## config.mk

```make
export PLATFORM = sky130hd
export DESIGN_NAME = pipeline_hazard_ctrl_flat
export DESIGN_NICKNAME = d
export VERILOG_FILES = /design/src/rtl/pipe_ctrl_pkg.sv /design/src/rtl/pipeline_hazard_ctrl_if.sv /design/src/rtl/load_use_detect.sv /design/src/rtl/pipeline_hazard_ctrl.sv /design/src/flat_wrapper.sv
export SDC_FILE = /design/constraint.sdc
export NUM_CORES = 1
export LEC_CHECK = 0
export CORE_ASPECT_RATIO = 1.5
export CORE_MARGIN = 1.5
export CORE_UTILIZATION = 33
export CTS_BUF_LIST = sky130_fd_sc_hd__clkbuf_2
export DETAILED_ROUTE_END_ITERATION = 10
export DONT_BUFFER_PORTS = 1
export PLACE_DENSITY = 0.55
export SYNTH_ARGS = -nofsm -noshare
export SYNTH_HDL_FRONTEND = slang
export SYNTH_SLANG_ARGS = --single-unit
```

## constraint.sdc

```tcl
create_clock -name clk -period 2.6 [get_ports clk]
set_clock_uncertainty 0.1 [all_clocks]
set_input_delay 0.26 -clock clk [delete_from_list [all_inputs] [get_ports clk]]
set_output_delay 0.26 -clock clk [all_outputs]
set_load 0.02 [all_outputs]
```

## src/rtl/pipe_ctrl_pkg.sv

```systemverilog
// Shared types and constants for the pipeline hazard controller.
// Holds the FSM state encoding, register-number width and the stage-control bundle.
package pipe_ctrl_pkg;

    localparam int REG_W                = 5;
    localparam int MEM_WAIT_MAX_DEFAULT = 8;

    typedef logic [REG_W-1:0] reg_num_t;

    // Encoding 2'd3 is deliberately unnamed; the controller treats it as RUN.
    typedef enum logic [1:0] {
        ST_RUN      = 2'd0,
        ST_BR_FLUSH = 2'd1,
        ST_MEM_WAIT = 2'd2
    } state_e;

    typedef struct packed {
        logic pc_write_en;
        logic if_id_write_en;
        logic id_ex_write_en;
        logic if_id_flush;
        logic id_ex_bubble;
    } ctrl_t;

    localparam ctrl_t CTRL_RUN = '{pc_write_en: 1'b1, if_id_write_en: 1'b1,
                                   id_ex_write_en: 1'b1, if_id_flush: 1'b0,
                                   id_ex_bubble: 1'b0};
    localparam ctrl_t CTRL_FREEZE = '{pc_write_en: 1'b0, if_id_write_en: 1'b0,
                                      id_ex_write_en: 1'b0, if_id_flush: 1'b0,
                                      id_ex_bubble: 1'b0};
    localparam ctrl_t CTRL_LOAD_USE = '{pc_write_en: 1'b0, if_id_write_en: 1'b0,
                                        id_ex_write_en: 1'b1, if_id_flush: 1'b0,
                                        id_ex_bubble: 1'b1};
    localparam ctrl_t CTRL_BRANCH = '{pc_write_en: 1'b1, if_id_write_en: 1'b1,
                                      id_ex_write_en: 1'b1, if_id_flush: 1'b1,
                                      id_ex_bubble: 1'b1};
    localparam ctrl_t CTRL_FLUSH_ONLY = '{pc_write_en: 1'b1, if_id_write_en: 1'b1,
                                          id_ex_write_en: 1'b1, if_id_flush: 1'b1,
                                          id_ex_bubble: 1'b0};
    localparam ctrl_t CTRL_RESET = '{pc_write_en: 1'b0, if_id_write_en: 1'b0,
                                     id_ex_write_en: 1'b0, if_id_flush: 1'b1,
                                     id_ex_bubble: 1'b1};

endpackage

```

## src/rtl/pipeline_hazard_ctrl_if.sv

```systemverilog
// Hazard-control bundle between the pipeline datapath (master) and the controller (slave).
interface pipeline_hazard_ctrl_if;
    import pipe_ctrl_pkg::*;

    reg_num_t id_rs;
    reg_num_t id_rt;
    logic     id_ex_mem_read;
    reg_num_t id_ex_rd;
    logic     ex_branch_taken;
    logic     mem_busy;

    logic     pc_write_en;
    logic     if_id_write_en;
    logic     id_ex_write_en;
    logic     if_id_flush;
    logic     id_ex_bubble;

    modport master (
        output id_rs, id_rt, id_ex_mem_read, id_ex_rd, ex_branch_taken, mem_busy,
        input  pc_write_en, if_id_write_en, id_ex_write_en, if_id_flush, id_ex_bubble
    );

    modport slave (
        input  id_rs, id_rt, id_ex_mem_read, id_ex_rd, ex_branch_taken, mem_busy,
        output pc_write_en, if_id_write_en, id_ex_write_en, if_id_flush, id_ex_bubble
    );

endinterface

```

## src/rtl/load_use_detect.sv

```systemverilog
// Combinational load-use hazard detector: a load in EX writing a register the ID instruction reads.
module load_use_detect
    import pipe_ctrl_pkg::*;
(
    input  reg_num_t id_rs,
    input  reg_num_t id_rt,
    input  logic     id_ex_mem_read,
    input  reg_num_t id_ex_rd,
    output logic     load_use
);

    // Register 0 is hard-wired to zero, so a load targeting it never creates a dependency.
    assign load_use = id_ex_mem_read && (id_ex_rd != '0) &&
                      ((id_ex_rd == id_rs) || (id_ex_rd == id_rt));

endmodule

```

## src/rtl/pipeline_hazard_ctrl.sv

```systemverilog
// Pipeline hazard controller: load-use stalls, taken-branch flushes and memory-busy freezes,
// plus a saturating stall counter and a sticky memory-timeout flag.
module pipeline_hazard_ctrl
    import pipe_ctrl_pkg::*;
#(
    parameter int STALL_CNT_W  = 16,
    parameter int MEM_WAIT_MAX = MEM_WAIT_MAX_DEFAULT
) (
    input  logic                   clk,
    input  logic                   reset,
    pipeline_hazard_ctrl_if.slave  hz,
    output logic [1:0]             state,
    output logic [STALL_CNT_W-1:0] stall_count,
    output logic                   mem_timeout
);

    localparam int WAIT_W = $clog2(MEM_WAIT_MAX + 1);
    typedef logic [WAIT_W-1:0] wait_cnt_t;
    localparam wait_cnt_t WAIT_LIMIT = wait_cnt_t'(MEM_WAIT_MAX);

    state_e                 state_q, state_d;
    wait_cnt_t              wait_cnt_q, wait_cnt_d;
    logic                   mem_timeout_q, mem_timeout_d;
    logic [STALL_CNT_W-1:0] stall_count_q, stall_count_d;

    ctrl_t     ctrl;
    ctrl_t     ctrl_out;
    wait_cnt_t busy_run;
    logic      load_use;

    load_use_detect u_load_use_detect (
        .id_rs          (hz.id_rs),
        .id_rt          (hz.id_rt),
        .id_ex_mem_read (hz.id_ex_mem_read),
        .id_ex_rd       (hz.id_ex_rd),
        .load_use       (load_use)
    );

    // NOTE: every always_comb output gets a default first so no path can infer a latch.
    always_comb begin
        ctrl          = CTRL_RUN;
        state_d       = ST_RUN;
        wait_cnt_d    = '0;
        mem_timeout_d = mem_timeout_q;
        busy_run      = '0;

        if (hz.mem_busy) begin
            // A busy memory outranks everything and freezes the whole pipeline.
            ctrl     = CTRL_FREEZE;
            busy_run = (state_q == ST_MEM_WAIT) ? wait_cnt_q + 1'b1 : wait_cnt_t'(1);
            if (busy_run == WAIT_LIMIT) begin
                mem_timeout_d = 1'b1;
                state_d       = ST_RUN;
            end else begin
                wait_cnt_d = busy_run;
                state_d    = ST_MEM_WAIT;
            end
        end else begin
            case (state_q)
                ST_BR_FLUSH: begin
                    // Second flush cycle covers the fetch already in flight.
                    ctrl    = CTRL_FLUSH_ONLY;
                    state_d = ST_RUN;
                end
                default: begin
                    // RUN, the exit cycle of MEM_WAIT and the unused encoding all decide as RUN.
                    if (hz.ex_branch_taken) begin
                        ctrl    = CTRL_BRANCH;
                        state_d = ST_BR_FLUSH;
                    end else if (load_use) begin
                        ctrl = CTRL_LOAD_USE;
                    end
                end
            endcase
        end

        stall_count_d = stall_count_q;
        if (!ctrl.pc_write_en && (stall_count_q != '1)) begin
            stall_count_d = stall_count_q + 1'b1;
        end
    end

    // NOTE: state flops use non-blocking assignments so all of them update together at the edge.
    always_ff @(posedge clk or posedge reset) begin
        if (reset) begin
            state_q       <= ST_RUN;
            wait_cnt_q    <= '0;
            mem_timeout_q <= 1'b0;
            stall_count_q <= '0;
        end else begin
            state_q       <= state_d;
            wait_cnt_q    <= wait_cnt_d;
            mem_timeout_q <= mem_timeout_d;
            stall_count_q <= stall_count_d;
        end
    end

    // While reset is held the pipeline is kept flushed and bubbled with no stage advancing.
    assign ctrl_out = reset ? CTRL_RESET : ctrl;

    assign hz.pc_write_en    = ctrl_out.pc_write_en;
    assign hz.if_id_write_en = ctrl_out.if_id_write_en;
    assign hz.id_ex_write_en = ctrl_out.id_ex_write_en;
    assign hz.if_id_flush    = ctrl_out.if_id_flush;
    assign hz.id_ex_bubble   = ctrl_out.id_ex_bubble;

    assign state       = state_q;
    assign stall_count = stall_count_q;
    assign mem_timeout = mem_timeout_q;

endmodule

```

## src/flat_wrapper.sv

```systemverilog
// flat-port wrapper written by rule: the top's interface ports become plain ports
module pipeline_hazard_ctrl_flat import pipe_ctrl_pkg::*;
#(
    parameter int STALL_CNT_W  = 16,
    parameter int MEM_WAIT_MAX = MEM_WAIT_MAX_DEFAULT
)
  (clk, reset, state, stall_count, mem_timeout, hz_id_rs, hz_id_rt, hz_id_ex_mem_read, hz_id_ex_rd, hz_ex_branch_taken, hz_mem_busy, hz_pc_write_en, hz_if_id_write_en, hz_id_ex_write_en, hz_if_id_flush, hz_id_ex_bubble);
  pipeline_hazard_ctrl_if hz_i ();
  input  logic clk;
  input  logic reset;
  output logic [1:0] state;
  output logic [STALL_CNT_W-1:0] stall_count;
  output logic mem_timeout;
  input wire logic [$bits(hz_i.id_rs)-1:0] hz_id_rs;
  input wire logic [$bits(hz_i.id_rt)-1:0] hz_id_rt;
  input wire logic [$bits(hz_i.id_ex_mem_read)-1:0] hz_id_ex_mem_read;
  input wire logic [$bits(hz_i.id_ex_rd)-1:0] hz_id_ex_rd;
  input wire logic [$bits(hz_i.ex_branch_taken)-1:0] hz_ex_branch_taken;
  input wire logic [$bits(hz_i.mem_busy)-1:0] hz_mem_busy;
  output wire logic [$bits(hz_i.pc_write_en)-1:0] hz_pc_write_en;
  output wire logic [$bits(hz_i.if_id_write_en)-1:0] hz_if_id_write_en;
  output wire logic [$bits(hz_i.id_ex_write_en)-1:0] hz_id_ex_write_en;
  output wire logic [$bits(hz_i.if_id_flush)-1:0] hz_if_id_flush;
  output wire logic [$bits(hz_i.id_ex_bubble)-1:0] hz_id_ex_bubble;
  assign hz_i.id_rs = hz_id_rs;
  assign hz_i.id_rt = hz_id_rt;
  assign hz_i.id_ex_mem_read = hz_id_ex_mem_read;
  assign hz_i.id_ex_rd = hz_id_ex_rd;
  assign hz_i.ex_branch_taken = hz_ex_branch_taken;
  assign hz_i.mem_busy = hz_mem_busy;
  assign hz_pc_write_en = hz_i.pc_write_en;
  assign hz_if_id_write_en = hz_i.if_id_write_en;
  assign hz_id_ex_write_en = hz_i.id_ex_write_en;
  assign hz_if_id_flush = hz_i.if_id_flush;
  assign hz_id_ex_bubble = hz_i.id_ex_bubble;
  pipeline_hazard_ctrl #(.STALL_CNT_W(STALL_CNT_W), .MEM_WAIT_MAX(MEM_WAIT_MAX)) u_core (.clk(clk), .reset(reset), .hz(hz_i), .state(state), .stall_count(stall_count), .mem_timeout(mem_timeout));
endmodule
```

# Word level (Yosys, flattened, before mapping)

Cells that the tools add are included.

Register bits: 23
Input port bits: 20
Output and inout port bits: 24
Logic and storage cells: 31

Add/subtract/negate cells: 2
Equal/unequal tests: 6
Multiplexer cells: 12
Reductions and logical operators: 7

Operators by type and width:

| operator                                             | number |
|---|---|
| two-way mux 5 bit                                    | 5 |
| adder 16 x 1 -> 16 bit (second input constant)       | 1 |
| != test 16 bit (second input constant)               | 1 |
| two-way mux 4 bit                                    | 3 |
| equality test 5 bit                                  | 2 |
| two-way mux 2 bit                                    | 3 |
| nonzero test 5 bit                                   | 1 |
| adder 4 x 1 -> 4 bit (second input constant)         | 1 |
| equality test 4 bit (second input constant)          | 1 |
| logical AND 1 bit                                    | 3 |
| equality test 2 x 1 -> 1 bit (second input constant) | 1 |
| equality test 2 bit (second input constant)          | 1 |
| AND reduction 2 bit                                  | 1 |
| logical NOT 1 bit                                    | 1 |
| logical OR 1 bit                                     | 1 |
| two-way mux 1 bit                                    | 1 |

# Longest topological paths before layout

Gate-level depths: netlist (run 1).

Word-level depth: 9
Mapped depth: 8
Mapped depth without buffers: 7

# By module

From an unflattened synthesis (run 1), not the netlist that was laid out.

Cells, all modules: 122
Area, all modules: 1,300.0 sq um

By module, submodules not included:

| module               | instances | cells an instance | area each (sq um) | sequential area each (sq um) |
|---|---|---|---|---|
| pipeline_hazard_ctrl | 1         | 105               | 1,174.9           | 575.6 |
| load_use_detect      | 1         | 17                | 125.1             | 0.0 |

# Worst setup path before layout (run 1)

Ideal clock, no wire load.

Path type: register -> register
Start point: register u_core.stall_count_q[0], in the netlist u_core.stall_count[0]
End point: register u_core.stall_count_q[9], in the netlist u_core.stall_count[9]
Library setup time: 0.080 ns
Arrival: 2.093 ns
Required time: 2.420 ns
Setup slack: 0.328 ns
Cell stages (with the launch flop): 9
Buffers on the path: 1
Period minus slack after synthesis: 2.272 ns
Cells stage by stage: dfrtp_1 > ha_1 > nand4_4 > nor4_1 > or4_4 > o22a_2 > buf_6 > nor3_1 > xor2_1

Longest elaborated chain between the ends: 2
Elaborated cells between the ends (all ways): 3
Those cells by class: add/sub: 1; eq/ne: 1; reduce/logical: 1

Ends and longest elaborated chain:

| element                                                        | line                       | RTL |
|---|---|---|
| from (decl)                                                    | pipeline_hazard_ctrl.sv:24 | `logic [STALL_CNT_W-1:0] stall_count_q, stall_count_d;` |
| from (signal assigned)                                         | pipeline_hazard_ctrl.sv:94 | `stall_count_q <= stall_count_d;` |
| branches (longest 2 deep; another with adder 16 x 1 -> 16 bit) | n/a                        |  |

Parallel ways; which one is timed is not known.
A chain may end at the register's enable or synchronous reset.

# Worst setup path in the final report (run 1)

Start point: register u_core.stall_count_q[0], in the netlist u_core.stall_count[0]
End point: register u_core.stall_count_q[15], in the netlist u_core.stall_count[15]

Same word-level chain as after synthesis.

==> results.md, run 1 <==
- 1st-iter DRT viols: 17
- Cell Area, Synth: 1260 um^2
- Endpoints failing hold: 0
- Clock transition at path regs: 0.21 ns
- Total vias in the final route: 949
- Bufs on Longest Clock Path: 2
- Final Max Tran Viols: 0
- Total length of routed wires: 2676 um
- Most used DFF post-synth: dfrtp_1
- Xor-xnor portion of the synthesized cell area: 0.1807
- DR WL met3: 169 um
- Distinct cells, synth: 31
- Post-route antenna net violation count: 0
- Compound-cell area share of the yosys netlist: 0.05362
- RePlAce Congestion: 0.7819
- Antenna cells: 0
- Sw Ratio: 0.4176
- Layout cells sized above 1: 0.1241
- Most numerous cell in the Yosys netlist: dfrtp_1
- Num rows: 27
- TNS Setup: 0 ns
- Layout fillers: 382
- H-tree levels: 1
- Sequential area share after synthesis: 0.4568
- HP Class: input pin to async pin
- Worst slew margin: 0.5668
- Initial Utilization: 0.3453
- Critical path type: flip-flop to flip-flop
- Initial antenna violation count: 0
- First-pass GRT wire length: 4367 um
- DP HPWL: roughly 2100 um
- Largest net degree at the start of global routing: 23
- Cts bufs inserted: 3
- DRC violations left: 0
- Period utilisation layout: 0.9122
- Clock power frac: 0.141
- Core Region: roughly 3600 um^2
- Top cells by area, synth: dfrtp_1 (46%), xor2_1 (13%), xnor2_1 (4.9%)
- Layout overhead on the synthesized area: 11.12%
- CTS root buf: clkbuf_2
- R2R setup slack: between 0.2 and 0.25 ns
- Die Y: 78.68 um
- Die area: 4205 um^2
- CP required: about 2.8 ns
- M1 WL: between 1000 and 1500 um
- Lkg Pwr: 0.6095 nW
- Async set-or-reset flop fraction in the synthesized netlist: 1.000
- Cell-internal power: around 0.6 mW
- Synth Warn #: 0
- Crit path time final: between 2 and 2.5 ns
- Status: finished, final reports clean
- Post-Synth Simple-Gate Area: 0.2502
- Setup crit end kind: flip-flop
- Max Cap Viol: 0
- Worst Tran Pin Value: roughly 0.64 ns
- EDFF count, synth: 0
- Metal2 WL: approximately 1400 um
- Comb power frac: 0.283
- Multiplexer share of the synthesized area: 0.008937
- Wire per inst: between 10 and 15 um
- GRT overflow: 0
- Finish-stage setup viols: 0
- Post-synthesis net count: between 100 and 150
- TritonRoute pass-1 iters: 4
- Yosys reg bits: 23
- Final hold slack: around 0.11 ns
- Net Sw Power: 0.4283 mW
- Critical Path AT: approximately 2.6 ns
- I/O pin total: between 40 and 50
- Pwr per Cell Area: between 700 and 800 nW/um^2
- CTS tree: yes
- Clk sinks: 23
- Startpoint types: flip-flop
- Final #Nets: 160
- Synth Instances: between 100 and 150
- Die W: approximately 53 um
- Post-DR vias/cell: approximately 5.3
- Average cell area after synthesis: 10.08 um^2
- Worst skew pair latency: approximately 0.33 ns
- Number of global-route vias before repair: ~1000
- Synth Area in Adders: 0.01986
- Fmax: roughly 420 MHz
- Synth top area share: 0.4568
- Unrepaired setup endpoints after global routing: no
- Sequential power share: 0.576
- I/O Buffers: 0
- Synth area leader: dfrtp_1
- Top cells by count, synth: dfrtp_1 (23), xor2_1 (19), nor3_1 (10)
- Largest family of logic cells by synthesized area: simple AND/OR/NAND/NOR gates
- Crit-path max FO: 12
- Max layer used: met4
- Worst vdd ir: 0.4811 mV
- GRT Total Usage: 0.1387
-- power by group through the flow --
stage	clock network (mW)	logic [mW]	registers, mW
2_1_floorplan	0	0.167	0.625
3_3_place_gp	0	0.287	0.597
3_5_place_dp	0	0.289	0.601
4_1_cts	0.153	0.293	0.593
5_1_grt	0.166	0.325	0.606
6_report	0.145	0.291	0.590
-- layer usage --
metal | vias up | GRT usage
li1 | 459 | -
met1 | 458 | 0.1624
met2 | 28 | 0.2259
met3 | 4 | 0.04373
met4 | 0 | 0.05897
met5 | - | 0
-- cell families after synthesis --
| family | count (synthesis) |
|---|---|
| buf+inv | 7 |
| fa+ha+maj | 2 |
| compound gates | 10 |
| flops | 23 |
| mux | 1 |
| simple gates | 56 |
| xor+xnor | 26 |
-- through the flow --
stage | util | worst slack [ns] | instance area, um^2 | cells | power [mW]
2_1_floorplan | - | 0.3276 | 1260 | 125 | 0.7917
3_3_place_gp | 0.3673 | 0.3488 | 1340 | 172 | 0.8841
4_1_cts | 0.3810 | 0.2150 | 1390 | 179 | 1.039
5_1_grt | 0.3837 | 0.1047 | 1400 | 180 | 1.097
3_5_place_dp | 0.3673 | 0.2617 | 1340 | 172 | 0.8893
6_report | 0.3837 | 0.2282 | 1400 | 180 | 1.026
-- final timing paths --
check / start / endpoint / cells after the start
max: u_core.stall_count[0]$_DFFE_PP0P_ / u_core.stall_count[15]$_DFFE_PP0P_ / 7
min: reset / u_core.state[0]$_DFF_PP0_ / 2
max reg2reg: u_core.stall_count[0]$_DFFE_PP0P_ / u_core.stall_count[15]$_DFFE_PP0P_ / 7
min reg2reg: u_core.wait_cnt_q[0]$_DFF_PP0_ / u_core.wait_cnt_q[0]$_DFF_PP0_ / 1
max in group asynchronous: reset / u_core.wait_cnt_q[2]$_DFF_PP0_ / 3
min in group clk: hz_mem_busy / u_core.stall_count[14]$_DFFE_PP0P_ / 2
-- placed cells by master (no fill, tap or decap), types with 2 or more instances in the layout --
cell type	n
nand2_1	9
ha_1	2
dfrtp_1	23
dlygate4sd3_1	4
buf_4	6
nand2b_1	2
xor2_1	19
o21ai_0	3
nand4_1	5
xnor2_1	7
nor3_1	10
nor4_1	5
inv_1	5
and3_1	3
nand3_1	6
nor2_1	9
clkbuf_2	4
-- flip-flops by register name (all words and copies together), names as in the netlist --
register	flops
u_core.stall_count	16
u_core.state	2
u_core.mem_timeout	1
u_core.wait_cnt_q	4
-- cell type report --
| type | count | area, um^2 | area share |
|---|---|---|---|
| well taps | 43 | 53.80 | 0.03843 |
| flip-flops and latches | 23 | 575.6 | 0.4111 |
| inverters | 5 | 18.77 | 0.01340 |
| repair buffers | 10 | 85.08 | 0.06077 |
| clock buffers | 4 | 20.02 | 0.01430 |
| multi-input cells | 95 | 646.9 | 0.4620 |
-- critical path, stage by stage (launching register included) --
cell	delay, ns
dfrtp_1	0.43
ha_1	0.26
nand4_4	0.15
nor4_1	0.10
or4_4	0.43
o22a_2	0.32
nor4_1	0.35
xor2_1	0.19
-- what timing repair did --
item | 4_1_cts | 5_1_grt
gates resized for setup | 0 | 0
hold buffers | 3 | 1
endpoints found under the hold margin | 30 | 1
buffers inserted | 0 | 0
No activity file was read; power rests on OpenSTA's default activity.
==> inputs of run 2 (changes only) <==
CTS_BUF_LIST = sky130_fd_sc_hd__clkbuf_4   (was sky130_fd_sc_hd__clkbuf_2)
clock period = 2.7 ns   (was 2.6 ns; I/O delays follow)
==> run 2 against run 1 <==
Against the previous run: sequential share of layout area up 0.45 points; die area unchanged; worst setup slack gained 0.15 ns; critical endpoint unchanged.
==> results.md, run 2 (synthesis results as in run 1) <==
- Post-DR vias/cell: 5.345 (was 5.272)
- Die Y: 78.68 um (unchanged)
- Capturing point of the worst reg2reg path: u_core.stall_count[15]$_DFFE_PP0P_ (unchanged)
- Crit path time final: 2.324 ns (was 2.372 ns)
- Unrepaired setup endpoints after global routing: no (unchanged)
- DR WL met3: 176 um (was 169 um)
- Lkg Pwr: 0.5975 nW (was 0.6095 nW)
- GRT overflow: 0 (unchanged)
- Status: finished, final reports clean (unchanged)
- Worst slew margin: 0.5657 (was 0.5668)
- 1st-iter DRT viols: 30 (was 17)
- Setup crit end kind: flip-flop (unchanged)
- Max layer used: met4 (unchanged)
- Critical Path AT: 2.47 ns (was 2.55 ns)
- Core Region: 3649 um^2 (unchanged)
- Fmax: 430.4 MHz (was 421.6 MHz)
- I/O Buffers: 0 (unchanged)
- Crit-path max FO: 12 (unchanged)
- Bufs on Longest Clock Path: 2 (unchanged)
- Clock transition at path regs: 0.12 ns (was 0.21 ns)
- Max Cap Viol: 0 (unchanged)
- TNS Setup: 0 ns (unchanged)
- Wire per inst: 15.30 um (was 14.87 um)
- Hold buffers post-CTS: 3 (unchanged)
- Period utilisation layout: 0.8606 (was 0.9122)
- Total vias in the final route: 946 (was 949)
- CP required: 2.84 ns (was 2.77 ns)
- Clk sinks: 23 (unchanged)
- Worst path max stage delay: 0.43 ns (about the same)
- DRC violations left: 0 (unchanged)
- TritonRoute pass-1 iters: 4 (unchanged)
- Critical path origin: u_core.stall_count[0]$_DFFE_PP0P_ (unchanged)
- Post-route antenna net violation count: 0 (unchanged)
- Top cell by count, worst path: nor4_1 (unchanged)
- Largest net degree at the start of global routing: 26 (was 23)
- RePlAce Congestion: 0.7572 (was 0.7819)
- Final Max Tran Viols: 0 (unchanged)
- Final #Nets: 157 (was 160)
- Worst skew pair latency: 0.31 ns (was 0.33 ns)
- Cts bufs inserted: 3 (unchanged)
- HP Class: input pin to flip-flop (was input pin to async pin)
- Metal2 WL: 1392 um (was 1409 um)
- Total length of routed wires: 2708 um (was 2676 um)
- Reg2Reg Depth: 7 (unchanged)
- Commonest non-fill, non-tap cells in the layout: dfrtp_1 (23), xor2_1 (19), nor3_1 (10) (unchanged)
- CTS resizes: 0 (unchanged)
- Die area: 4205 um^2 (unchanged)
- Endpoints failing hold: 0 (unchanged)
- DP HPWL: 2105 um (was 2091 um)
- Critical Path Slowest Stage Cell: or4_4 (was dfrtp_1)
- Layout overhead on the synthesized area: 9.931% (was 11.12%)
- R2R setup slack: 0.38 ns (was 0.23 ns)
- Worst vdd ir: 0.4293 mV (was 0.4811 mV)
- Antenna cells: 0 (unchanged)
- Die W: 53.45 um (unchanged)
- M1 WL: 1091 um (was 1064 um)
- Worst setup path endpoint: u_core.stall_count[15]$_DFFE_PP0P_ (unchanged)
- I/O pin total: 44 (unchanged)
- Most common cell after layout, fill and taps aside: dfrtp_1 (unchanged)
- CTS root buf: clkbuf_4 (was clkbuf_2)
- Num rows: 27 (unchanged)
- Worst-path cell chain: ha_1 > nand4_4 > nor4_1 > or4_4 > o22a_2 > nor4_1 > xor2_1 (unchanged)
- Buffer and inverter count on the worst path: 0 (unchanged)
- Startpoint types: flip-flop (unchanged)
- Fin util: 0.3796 (was 0.3837)
- Finish-stage setup viols: 0 (unchanged)
- Crit path depth: 7 (unchanged)
- Initial antenna violation count: 0 (unchanged)
- FF-to-FF Start: u_core.stall_count[0]$_DFFE_PP0P_ (unchanged)
- Pwr per Cell Area: 725.0 nW/um^2 (was 732.6 nW/um^2)
- GRT Total Usage: 0.1468 (was 0.1387)
- CTS tree: yes (unchanged)
- Largest register FFs: 16 (unchanged)
- H-tree levels: 1 (unchanged)
- Postcts setup bufs: 0 (unchanged)
- Initial Utilization: 0.3453 (unchanged)
- First-pass GRT wire length: 4685 um (was 4367 um)
- Delay-heaviest family, CP: simple AND/OR/NAND/NOR gates (unchanged)
- Critical path type: flip-flop to flip-flop (unchanged)
- Number of global-route vias before repair: 1071 (was 981)
- Layout cells sized above 1: 0.1119 (was 0.1241)
- Worst Tran Pin Value: 0.6446 ns (was 0.6430 ns)
-- run 2: cell types whose count changed in the layout (fill, tap and decap cells not counted), sizes merged --
cell,before,now
buf,6,4
dlygate4sd3,4,3
-- run 2: power by group --
| group | internal (mW) | switching (mW) | total (mW) |
|---|---|---|---|
| sequential | 0.415 | 0.177 | 0.591 |
| clock | 0.0677 | 0.100 | 0.168 |
| combinational | 0.109 | 0.136 | 0.245 |
| total | 0.591 | 0.413 | 1.00 |
-- run 2: worst min path at each step --
stage                      startpoint                        endpoint  slack (ns)  depth (start not counted)
final                     hz_mem_busy  u_core.wait_cnt_q[2]$_DFF_PP0_        0.01                          1
after global placement          reset       u_core.state[0]$_DFF_PP0_        0.12                          2
after detailed placement        reset  u_core.mem_timeout$_DFFE_PP0P_        0.13                          2
after floorplan                 reset  u_core.mem_timeout$_DFFE_PP0P_        0.19                          1
after global routing      hz_mem_busy  u_core.wait_cnt_q[1]$_DFF_PP0_       0.004                          1
after CTS                 hz_mem_busy  u_core.wait_cnt_q[2]$_DFF_PP0_       0.006                          1
-- run 2: worst register-to-register path, cell delays in order, from the launching register on --
cell and delay (ns):
dfrtp_1 0.40, ha_1 0.25, nand4_4 0.14, nor4_1 0.10, or4_4 0.43, o22a_2 0.32, nor4_1 0.35, xor2_1 0.17
-- run 2: layer usage --
layer / track usage / up-vias
li1: - / 455
met1: 0.1701 / 457
met2: 0.2469 / 28
met3: 0.03992 / 6
met4: 0.05897 / 0
met5: 0 / -
-- run 2: through the flow --
step                power (mW)  hold WS (ns)  worst slack (ns)  cells  cell area, um^2
floorplan               0.7624        0.1862            0.4276    125             1260
global placement        0.8379        0.1224            0.4558    170             1325
detailed placement      0.8461        0.1325            0.4011    170             1325
CTS                      1.017      0.005927            0.3787    177             1385
global route             1.071      0.004006            0.2675    177             1385
finish                   1.004       0.01217            0.3763    177             1385
-- run 2: cell type report --
class	instances	area, um^2
fill	374	2263
timing repair buffer	7	60.06
multi-input combinational	95	646.9
clock buffer	4	30.03
tap	43	53.80
sequential	23	575.6
inverter	5	18.77
